**src/rtl/core_pkg.sv**
```systemverilog
// ----------------------------------------------------------------------------
// core_pkg
// Shared encodings for the load/store stage.
//   - mem_op encodings (MEM_NONE / MEM_LD / MEM_ST; 2'b11 is reserved and
//     behaves as MEM_NONE)
//   - funct3 access-size constants (F3_B / F3_H / F3_W / F3_BU / F3_HU)
//   - mem_state_t : state register type for the mem_stage FSM
//   - mem_size_t and helpers that map funct3 to an access size and signedness
// ----------------------------------------------------------------------------
package core_pkg;

    localparam logic [1:0] MEM_NONE = 2'b00;
    localparam logic [1:0] MEM_LD   = 2'b01;
    localparam logic [1:0] MEM_ST   = 2'b10;

    localparam logic [2:0] F3_B  = 3'b000;
    localparam logic [2:0] F3_H  = 3'b001;
    localparam logic [2:0] F3_W  = 3'b010;
    localparam logic [2:0] F3_BU = 3'b100;
    localparam logic [2:0] F3_HU = 3'b101;

    typedef enum logic [1:0] {
        ST_IDLE = 2'd0,
        ST_REQ  = 2'd1,
        ST_WAIT = 2'd2,
        ST_RESP = 2'd3
    } mem_state_t;

    typedef enum logic [1:0] {
        SZ_B = 2'd0,
        SZ_H = 2'd1,
        SZ_W = 2'd2
    } mem_size_t;

    // Encodings outside the five defined sizes fall back to a full word.
    function automatic mem_size_t f3_size(input logic [2:0] funct3);
        mem_size_t sz;
        case (funct3)
            F3_B, F3_BU: sz = SZ_B;
            F3_H, F3_HU: sz = SZ_H;
            default:     sz = SZ_W;
        endcase
        return sz;
    endfunction

    function automatic logic f3_unsigned(input logic [2:0] funct3);
        return (funct3 == F3_BU) || (funct3 == F3_HU);
    endfunction

endpackage

```
**src/rtl/mem_stage_ld_align.sv**
```systemverilog
// ----------------------------------------------------------------------------
// ld_align
// Combinational load-data alignment: picks the byte/halfword lane addressed
// by offset out of the memory word and sign- or zero-extends it to WIDTH.
// Ports:
//   rdata   in  WIDTH  raw word returned by data memory
//   offset  in  2      low address bits of the load
//   funct3  in  3      access size / signedness
//   data    out WIDTH  aligned, extended load value
// ----------------------------------------------------------------------------
module ld_align
    import core_pkg::*;
#(
    parameter int WIDTH = 32
) (
    input  logic [WIDTH-1:0] rdata,
    input  logic [1:0]       offset,
    input  logic [2:0]       funct3,
    output logic [WIDTH-1:0] data
);

    logic [7:0]  byte_lane;
    logic [15:0] half_lane;
    logic        sext;

    always_comb begin
        byte_lane = rdata[{offset, 3'b000} +: 8];
        // Halfwords only ever sit in lane 0 or lane 2; offset[0] is ignored.
        half_lane = rdata[{offset[1], 4'b0000} +: 16];
        sext      = ~f3_unsigned(funct3);
        data      = rdata;
        case (f3_size(funct3))
            SZ_B:    data = {{(WIDTH-8){byte_lane[7] & sext}}, byte_lane};
            SZ_H:    data = {{(WIDTH-16){half_lane[15] & sext}}, half_lane};
            default: data = rdata;
        endcase
    end

endmodule

```
**src/rtl/mem_stage.sv**
```systemverilog
// ----------------------------------------------------------------------------
// mem_stage
// Load/store stage behind execute. alu_out is the effective address for
// memory ops (and the result for everything else), Rd2 is the store data.
// Memory ops run a req/gnt/rvalid transaction on the data port; the result
// leaves through a valid/ready writeback handshake.
//
// State | meaning
// IDLE  | empty, ready to accept
// REQ   | dmem_req high, bus outputs frozen until dmem_gnt
// WAIT  | load granted, waiting for dmem_rvalid
// RESP  | wb_valid high, held until wb_ready (may accept the next op)
//
// Ports:
//   clk, rst_n                       clock, async active-low reset
//   in_valid/in_ready                execute handshake
//   alu_out, Rd2, mem_op, funct3,
//   rd_addr                          instruction from execute
//   dmem_req/we/addr/be/wdata        data-memory request (registered)
//   dmem_gnt, dmem_rvalid, dmem_rdata data-memory response
//   wb_valid/wb_ready, wb_data,
//   wb_rd, wb_exc                    writeback handshake to the register file
//
// Build option: MISALIGN_TRAP_EN -- misaligned h/w accesses skip the bus and
// return wb_exc=1 with the faulting address. Without it the low address bits
// that do not fit the access size are dropped and wb_exc is tied low.
// ----------------------------------------------------------------------------
module mem_stage
    import core_pkg::*;
#(
    parameter int WIDTH = 32
) (
    input  logic             clk,
    input  logic             rst_n,
    input  logic             in_valid,
    output logic             in_ready,
    input  logic [WIDTH-1:0] alu_out,
    input  logic [WIDTH-1:0] Rd2,
    input  logic [1:0]       mem_op,
    input  logic [2:0]       funct3,
    input  logic [4:0]       rd_addr,
    output logic             dmem_req,
    output logic             dmem_we,
    output logic [WIDTH-1:0] dmem_addr,
    output logic [3:0]       dmem_be,
    output logic [WIDTH-1:0] dmem_wdata,
    input  logic             dmem_gnt,
    input  logic             dmem_rvalid,
    input  logic [WIDTH-1:0] dmem_rdata,
    output logic             wb_valid,
    input  logic             wb_ready,
    output logic [WIDTH-1:0] wb_data,
    output logic [4:0]       wb_rd,
    output logic             wb_exc
);

    mem_state_t       state_q, state_d;
    mem_state_t       accept_target;

    logic             accept;
    logic             is_ld, is_st, is_mem;
    logic             trap;
    mem_size_t        size_in;
    logic [3:0]       be_in;
    logic [WIDTH-1:0] wdata_in;

    logic             we_q;
    logic [WIDTH-1:0] addr_q;
    logic [3:0]       be_q;
    logic [WIDTH-1:0] wdata_q;
    logic [2:0]       ld_f3_q;
    logic [1:0]       ld_off_q;
    logic [4:0]       rd_q;
    logic [WIDTH-1:0] wb_data_q;
    logic [4:0]       wb_rd_q;
    logic [WIDTH-1:0] ld_data;

    logic             store_done;
    logic             load_done;

    // ------------------------------------------------------------------
    // Incoming instruction decode
    // ------------------------------------------------------------------
    assign is_ld   = (mem_op == MEM_LD);
    assign is_st   = (mem_op == MEM_ST);
    assign is_mem  = is_ld | is_st;
    assign size_in = f3_size(funct3);

`ifdef MISALIGN_TRAP_EN
    assign trap = is_mem &&
                  (((size_in == SZ_H) && alu_out[0]) ||
                   ((size_in == SZ_W) && (alu_out[1:0] != 2'b00)));
`else
    assign trap = 1'b0;
`endif

    always_comb begin
        be_in    = 4'b1111;
        wdata_in = Rd2;
        case (size_in)
            SZ_B: begin
                be_in    = 4'b0001 << alu_out[1:0];
                wdata_in = {(WIDTH/8){Rd2[7:0]}};
            end
            SZ_H: begin
                be_in    = alu_out[1] ? 4'b1100 : 4'b0011;
                wdata_in = {(WIDTH/16){Rd2[15:0]}};
            end
            default: begin
                be_in    = 4'b1111;
                wdata_in = Rd2;
            end
        endcase
    end

    // ------------------------------------------------------------------
    // FSM
    // ------------------------------------------------------------------
    assign in_ready = (state_q == ST_IDLE) || ((state_q == ST_RESP) && wb_ready);
    assign accept   = in_valid && in_ready;

    assign store_done = (state_q == ST_REQ)  && dmem_gnt && we_q;
    assign load_done  = (state_q == ST_WAIT) && dmem_rvalid;

    always_ff @(posedge clk or negedge rst_n) begin
        if (!rst_n) begin
            state_q <= ST_IDLE;
        end else begin
            state_q <= state_d;
        end
    end

    always_comb begin
        accept_target = (is_mem && !trap) ? ST_REQ : ST_RESP;
        state_d       = state_q;
        case (state_q)
            ST_IDLE: begin
                if (in_valid) state_d = accept_target;
            end
            ST_REQ: begin
                // An rvalid in the grant cycle is deliberately not looked at.
                if (dmem_gnt) state_d = we_q ? ST_RESP : ST_WAIT;
            end
            ST_WAIT: begin
                if (dmem_rvalid) state_d = ST_RESP;
            end
            ST_RESP: begin
                if (wb_ready) state_d = in_valid ? accept_target : ST_IDLE;
            end
            default: state_d = ST_IDLE;
        endcase
    end

    // ------------------------------------------------------------------
    // Bus request and writeback registers
    // ------------------------------------------------------------------
    always_ff @(posedge clk or negedge rst_n) begin
        if (!rst_n) begin
            we_q      <= 1'b0;
            addr_q    <= '0;
            be_q      <= 4'b0000;
            wdata_q   <= '0;
            ld_f3_q   <= 3'b000;
            ld_off_q  <= 2'b00;
            rd_q      <= 5'd0;
            wb_data_q <= '0;
            wb_rd_q   <= 5'd0;
        end else begin
            if (accept) begin
                if (is_mem && !trap) begin
                    we_q     <= is_st;
                    addr_q   <= {alu_out[WIDTH-1:2], 2'b00};
                    be_q     <= be_in;
                    wdata_q  <= wdata_in;
                    ld_f3_q  <= funct3;
                    ld_off_q <= alu_out[1:0];
                    rd_q     <= rd_addr;
                end else begin
                    // Passthrough result, or the faulting address on a trap.
                    wb_data_q <= alu_out;
                    wb_rd_q   <= trap ? 5'd0 : rd_addr;
                end
            end
            if (store_done) begin
                wb_data_q <= '0;
                wb_rd_q   <= 5'd0;
            end
            if (load_done) begin
                wb_data_q <= ld_data;
                wb_rd_q   <= rd_q;
            end
        end
    end

`ifdef MISALIGN_TRAP_EN
    logic wb_exc_q;

    always_ff @(posedge clk or negedge rst_n) begin
        if (!rst_n) begin
            wb_exc_q <= 1'b0;
        end else if (accept) begin
            wb_exc_q <= trap;
        end else if (store_done || load_done) begin
            wb_exc_q <= 1'b0;
        end
    end

    assign wb_exc = wb_exc_q;
`else
    assign wb_exc = 1'b0;
`endif

    ld_align #(.WIDTH(WIDTH)) u_ld_align (
        .rdata  (dmem_rdata),
        .offset (ld_off_q),
        .funct3 (ld_f3_q),
        .data   (ld_data)
    );

    assign dmem_req   = (state_q == ST_REQ);
    assign dmem_we    = we_q;
    assign dmem_addr  = addr_q;
    assign dmem_be    = be_q;
    assign dmem_wdata = wdata_q;

    assign wb_valid   = (state_q == ST_RESP);
    assign wb_data    = wb_data_q;
    assign wb_rd      = wb_rd_q;

endmodule
```
**config.mk**
```make
export PLATFORM = sky130hd
export DESIGN_NAME = mem_stage
export DESIGN_NICKNAME = d
export VERILOG_FILES = /design/src/rtl/core_pkg.sv /design/src/rtl/mem_stage_ld_align.sv /design/src/rtl/mem_stage.sv
export SDC_FILE = /design/constraint.sdc
export NUM_CORES = 1
export LEC_CHECK = 0
export CAP_MARGIN = 20
export CORE_UTILIZATION = 55
export CTS_BUF_LIST = sky130_fd_sc_hd__clkbuf_4 sky130_fd_sc_hd__clkbuf_8
export DETAILED_ROUTE_END_ITERATION = 8
export DONT_BUFFER_PORTS = 1
export PLACE_DENSITY = 0.7
export SETUP_SLACK_MARGIN = 0.5
export SYNTH_ARGS = -nofsm -noshare
export SYNTH_HDL_FRONTEND = slang
export SYNTH_SLANG_ARGS = --single-unit
```
**constraint.sdc**
```tcl
create_clock -name clk -period 3.85 [get_ports clk]
set_input_delay 0 -clock clk [delete_from_list [all_inputs] [get_ports clk]]
set_output_delay 0 -clock clk [all_outputs]
set_load 0.01 [all_outputs]
```
Word-level counts from Yosys, hierarchy flattened:

Cells that the tools add are included.

* bits in latches: 0
* bits in writable memories: 0
* memories kept: 0
* logic and storage cells: 77
* ROM bits: 0
* output and inout port bits: 110
* bits of input ports: 112
* register bits after elaboration: 116

* eq/ne operators: 18
* bitwise gates (word level): 4
* add/subtract/negate cells: 0
* reductions and logical operators: 20
* magnitude comparators: 0
* $mul: 0
* divide/modulo/power cells: 0
* muxes and demuxes: 22
* shift-type cells: 3

Operators with widths (number)
* $mux W32: 4
* $pmux W32 S2: 2
* $shiftx A32 B6 Y16: 1
* $shiftx A32 B6 Y8: 1
* $mux W5: 4
* $eq A3 B3 Y1 const B: 4
* $mux W2: 6
* $eq A2 B1 Y1 const B: 4
* $pmux W2 S2: 2
* $pmux W2 S4: 1
* $pmux W4 S2: 1
* $reduce_or A2 Y1: 4
* $eq A2 B2 Y1 const B: 3
* $eq A3 B1 Y1 const B: 2
* $logic_not A2 Y1: 3
* $logic_not A3 Y1: 2
* $logic_and A1 B1 Y1: 5
* $mux W4: 1
* $ne A2 B1 Y1 const B: 2
* $ne A2 B2 Y1 const B: 2
* $reduce_and A2 Y1: 2
* $reduce_and A4 Y1: 1
* $shl A1 B2 Y4 const A: 1
* $ne A3 B1 Y1 const B: 1
* 6 further kinds: 8

Longest topological paths before layout:

* depth in word-level cells: 7
* mapped depth: 8
* mapped depth without buffers: 6

Hierarchy:

From an unflattened synthesis, not the netlist that was laid out.

* cells, all modules: 576
* area total of the unflattened synthesis: 6531.3 um^2

Modules (own cells, without submodules)
* mem_stage: cells an instance 465, area an instance 5838.1 um^2, instances 1, seq. area each 2902.8 um^2
* ld_align: cells an instance 111, area an instance 693.2 um^2, instances 1, seq. area each 0.0 um^2

Least setup slack after synthesis:

OpenSTA, ideal clock, no wires.

* path type: reg-to-reg
* start point: reg ld_off_q[1]
* end point: reg wb_data_q[10], in the netlist wb_data[10]
* path buffers: 2
* period minus slack after synthesis: 1.572 ns
* data arrival time: 1.446 ns
* slack: 2.278 ns
* library setup time: 0.126 ns
* stages on the path, launching flop included: 7
* data required time: 3.724 ns
* cells stage by stage: dfrtp_1 -> buf_6 -> mux2i_4 -> o22ai_1 -> and3_1 -> buf_6 -> o32a_1

* longest elaborated chain between the ends: 4
* elaborated cells between the ends (all ways): 5
* those cells by class: shift: 2; mux: 2; bitwise: 1

Ends and longest elaborated chain
* start, declared: RTL line mem_stage.sv:72 `logic [1:0] ld_off_q;`
* start signal, assigned: RTL line mem_stage.sv:176 `ld_off_q <= alu_out[1:0];`
* $shiftx A32 B6 Y8: RTL line mem_stage_ld_align.sv:27 `byte_lane = rdata[{offset, 3'b000} +: 8];`
* $and A1 B1 Y1: RTL line mem_stage_ld_align.sv:33 `SZ_B: data = {{(WIDTH-8){byte_lane[7] & sext}}, byte_lane};`
* $pmux W32 S2 (*): RTL line mem_stage_ld_align.sv:32 `case (f3_size(funct3))`
* $mux W32 (*): RTL line mem_stage.sv:188 `if (load_done) begin`
* end signal, assigned: RTL line mem_stage.sv:180 `wb_data_q <= alu_out;`
* end signal, assigned: RTL line mem_stage.sv:189 `wb_data_q <= ld_data;`
* end, declared: RTL line mem_stage.sv:74 `logic [WIDTH-1:0] wb_data_q;`

Mark *: on every way between the ends. The rest lies on a longest branch, timed or not.
A chain may end at the register's enable or synchronous reset.

Worst setup path in the final report:

* start point: reg state_q[0]
* end point: reg wb_data_q[29], in the netlist wb_data[29]

* longest elaborated chain between the ends: 6
* elaborated cells between the ends (all ways): 15
* those cells by class: eq/ne: 4; mux: 2; reduce/logical: 9

Ends and longest elaborated chain
* start, declared: RTL line mem_stage.sv:57 `mem_state_t state_q, state_d;`
* start signal, assigned: RTL line mem_stage.sv:129 `state_q <= state_d;`
* $eq A2 B2 Y1: RTL line mem_stage.sv:119 `assign in_ready = (state_q == ST_IDLE) || ((state_q == ST_RESP) && wb_ready);`
* $logic_and A1 B1 Y1: RTL line mem_stage.sv:119
* $logic_or A1 B1 Y1: RTL line mem_stage.sv:119
* $logic_and A1 B1 Y1: RTL line mem_stage.sv:120 `assign accept = in_valid && in_ready;`
* $reduce_bool A3 Y1 (no source line)
* $reduce_and A2 Y1 (no source line)

Several ways; a longest one is shown, not always the timed one.

==> summary.md <==
| Metric | Value |
|---|---|
| CTS tree | done |
| Vias | 4607 |
| WL per Instance | 20.8 um |
| Drt pass-1 iters | 5 |
| Chip width | 105 um |
| Final #Nets | 727 |
| Worst-path clk slew | 0.08 ns |
| Worst Setup Path Type | flop to flop |
| RSZ-0062 raised after global routing | false |
| Final Hold Vio Count | 0 |
| Mapped cell area | 5810 sq um |
| Final ANT Viol Nets | 0 |
| Critical path peak fanout | 25 |
| Die ar. | 11000 sq um |
| Initial antenna violation count | 0 |
| Layout cells sized above 1 | 7.66% |
| Post-synth cell types | 45 |
| Leakage | 3.35 nW |
| Vias per std cell | 6.04 |
| EDFF count, synth | 0 |
| Power Density | 758 nW/um^2 |
| Yosys reg bits | 116 |
| Mapped Avg Cell Area | 11.3 sq um |
| Clock skew | 0.0134 ns |
| IO Port Bufs | 0 |
| Final worst path period need | 2.51 ns |
| Min-Delay Startpoint | dmem_rdata[26] |
| Final Cycle Share | 65.2% |
| H-tree lvl count | 4 |
| Sink Count | 116 |
| Core area | 10300 sq um |
| 1st-iter DRT viols | 294 |
| Vias in the first global route | 4731 |
| Arr. time, crit path | 2.77 ns |
| Reg2reg start | state_q[0]$_DFFE_PN0P_ |
| R2R setup slack | 1.34 ns |
| Clock buffer depth | 2 |
| Grt total ovfl | 0 |
| Setup slack after layout | 1.34 ns |
| First-pass GRT wire length | 25200 um |
| Worst Hold Class | input pin to flop |
| Final slew viol count | 0 |
| Outcome | complete, no violations |
| Async S/R FF share, synth | 100% |
| Final RePlAce weighted congestion | 0.799 |
| Setup bufs post-CTS | 0 |
| Io pins | 222 |
| Main synth FF type | dfrtp_1 |
| Post-synthesis sequential area ratio | 49.9% |
| Max cap viols | 0 |
| Worst-Margin Slew | 1.03 ns |
| Required @ worst endpoint | 4.11 ns |
| Root buffer cell | clkbuf_8 |
| Final setup viols | 0 |
| Peak supply drop | 440 uV |
| Total power | 5.64 mW |
| Crit. End Element | flop |
| Critical path startpoint category | flop |
| Die height | 105 um |
| # diodes | 0 |
| Hold Path Sink | wb_data[10]$_DFFE_PN0P_ |
| Reg-to-reg endpoint | wb_data[29]$_DFFE_PN0P_ |
| Clk_lat worst skew | 0.42 ns |
| DRC | 0 |
| Num rows | 37 |
| Dpl ws | 1.41 ns |
| Hold depth | 3 |
| R2R cell count | 3 |
| Max Freq | 398 MHz |
| Syn. warnings | 0 |
| Hpwl dp | 9740 um |
| Cells after Synth | 515 |
| Slew HR | 31.0% |
| Post-Route WL | 15900 um |
| Largest net degree at the start of global routing | 117 |
| Layout area overhead | 27.9% |
| Initial Util | 56.6% |
| Total track usage | 29.6% |
| Num CTS Buffers | 17 |
| Setup TNS | 0 ns |
[where the power goes]
group          total [mW]  internal [mW]  switching, mW
logic                1.71          0.831          0.882
registers            2.58           1.82          0.768
clock network        1.34          0.798          0.544
total                5.64           3.44           2.19
[worst max-delay path by stage]
stage,start,endpoint,slack [ns],cells after the start
finish,state_q[0]$_DFFE_PN0P_,wb_data[29]$_DFFE_PN0P_,1.34,3
global route,state_q[0]$_DFFE_PN0P_,wb_data[29]$_DFFE_PN0P_,1.16,3
CTS,state_q[0]$_DFFE_PN0P_,wb_data[21]$_DFFE_PN0P_,1.40,3
detailed placement,state_q[0]$_DFFE_PN0P_,wb_rd[3]$_DFFE_PN0P_,1.41,3
global placement,state_q[0]$_DFFE_PN0P_,wb_rd[2]$_DFFE_PN0P_,1.53,3
floorplan,ld_off_q[1]$_DFFE_PN0P_,wb_data[10]$_DFFE_PN0P_,2.28,6
[what timing repair did]
action,CTS,global route
gates resized for setup,0,0
hold endpoints to repair,232,0
hold buffers,117,0
[cells in the mapped netlist (2+ instances only)]
| master | instances | area (sq um) |
|---|---|---|
| a22oi_1 | 16 | 120 |
| buf_4 | 17 | 128 |
| inv_1 | 7 | 26.3 |
| nor2_1 | 16 | 60.1 |
| nor2b_1 | 10 | 62.6 |
| buf_2 | 5 | 25.0 |
| o221ai_1 | 7 | 61.3 |
| and3b_1 | 8 | 70.1 |
| mux2_1 | 47 | 529 |
| o32a_1 | 7 | 70.1 |
| clkbuf_1 | 16 | 60.1 |
| and2_1 | 2 | 12.5 |
| a21oi_1 | 20 | 100 |
| buf_6 | 5 | 56.3 |
| nand2_1 | 46 | 173 |
| dfrtp_1 | 116 | 2900 |
| o22ai_1 | 18 | 113 |
| a2bb2oi_1 | 8 | 70.1 |
| o21ai_0 | 21 | 105 |
| nand2b_1 | 2 | 12.5 |
| mux2i_1 | 60 | 601 |
| mux2i_4 | 3 | 67.6 |
| a31oi_1 | 6 | 37.5 |
| o21a_1 | 8 | 60.1 |
| o21ai_1 | 24 | 120 |
[registers in the layout, summed over array words and instances (netlist names)]
| register | cells |
|---|---|
| state_q | 2 |
| wb_data | 32 |
| ld_f3_q | 3 |
| dmem_addr | 30 |
| ld_off_q | 2 |
| rd_q | 5 |
| dmem_be | 4 |
| dmem_wdata | 32 |
| dmem_we | 1 |
| wb_rd | 5 |
[metrics by stage]
stage / instance area [sq um] / utilization [%] / std cells / hold slack (ns)
after floorplan: 5820 / - / 517 / -0.296
after global placement: 5770 / 56.1 / 614 / -0.293
after detailed placement: 5770 / 56.1 / 614 / -0.293
after CTS: 7440 / 72.4 / 763 / 0.00194
after global routing: 7440 / 72.4 / 763 / 0.00184
final: 7440 / 72.4 / 763 / 0.0350
[area by class of cell]
class                      instances  area (sq um)
timing repair buffer             121          1230
tap                              136           170
inverter                           7          26.3
sequential                       116          2900
clock inverter                    14           224
multi-input combinational        351          2640
fill                             707          2840
clock buffer                      18           248
[cells in the final DEF, fill, tap and decap left out, types with 2 or more instances in the layout]
cell type        n
a21oi_1         20
nor2b_1         10
nor2_1          16
clkbuf_8        18
dfrtp_1        116
and3b_1          8
o21a_1           8
o21ai_0         21
a2bb2oi_1        8
nand2_1         46
mux2i_4          3
o221ai_1         7
a22oi_1         16
nand2b_1         2
buf_4            4
clkinvlp_4       4
conb_1           3
and2_1           2
o22ai_1         18
mux2_1          47
inv_1            7
inv_6            4
dlygate4sd3_1  115
o21ai_1         24
o32a_1           7
a31oi_1          6
bufinv_16        5
mux2i_1         60
[cell families after synthesis]
group | count (synthesis) | share of synthesized area (%)
simple gates | 93 | 7.77
compound gates | 144 | 16.4
mux | 110 | 20.6
fa+ha+maj | 1 | 0.215
buf+inv | 50 | 5.08
flops | 116 | 49.9
other cells | 1 | 0.0645
[critical path, stage by stage, from the launching register on]
cell and delay, ns:
dfrtp_1 0.48, nand3b_1 0.79, nand2_1 0.93, o22ai_1 0.16
[layer usage]
metal	track usage, %	vias to the layer above	wire (um)
li1	-	2075	-
met1	37.8	2239	6560
met2	46.7	252	7530
met3	9.36	41	1390
met4	12.2	0	424
met5	0	-	0
(Power assumes the default switching activity.)
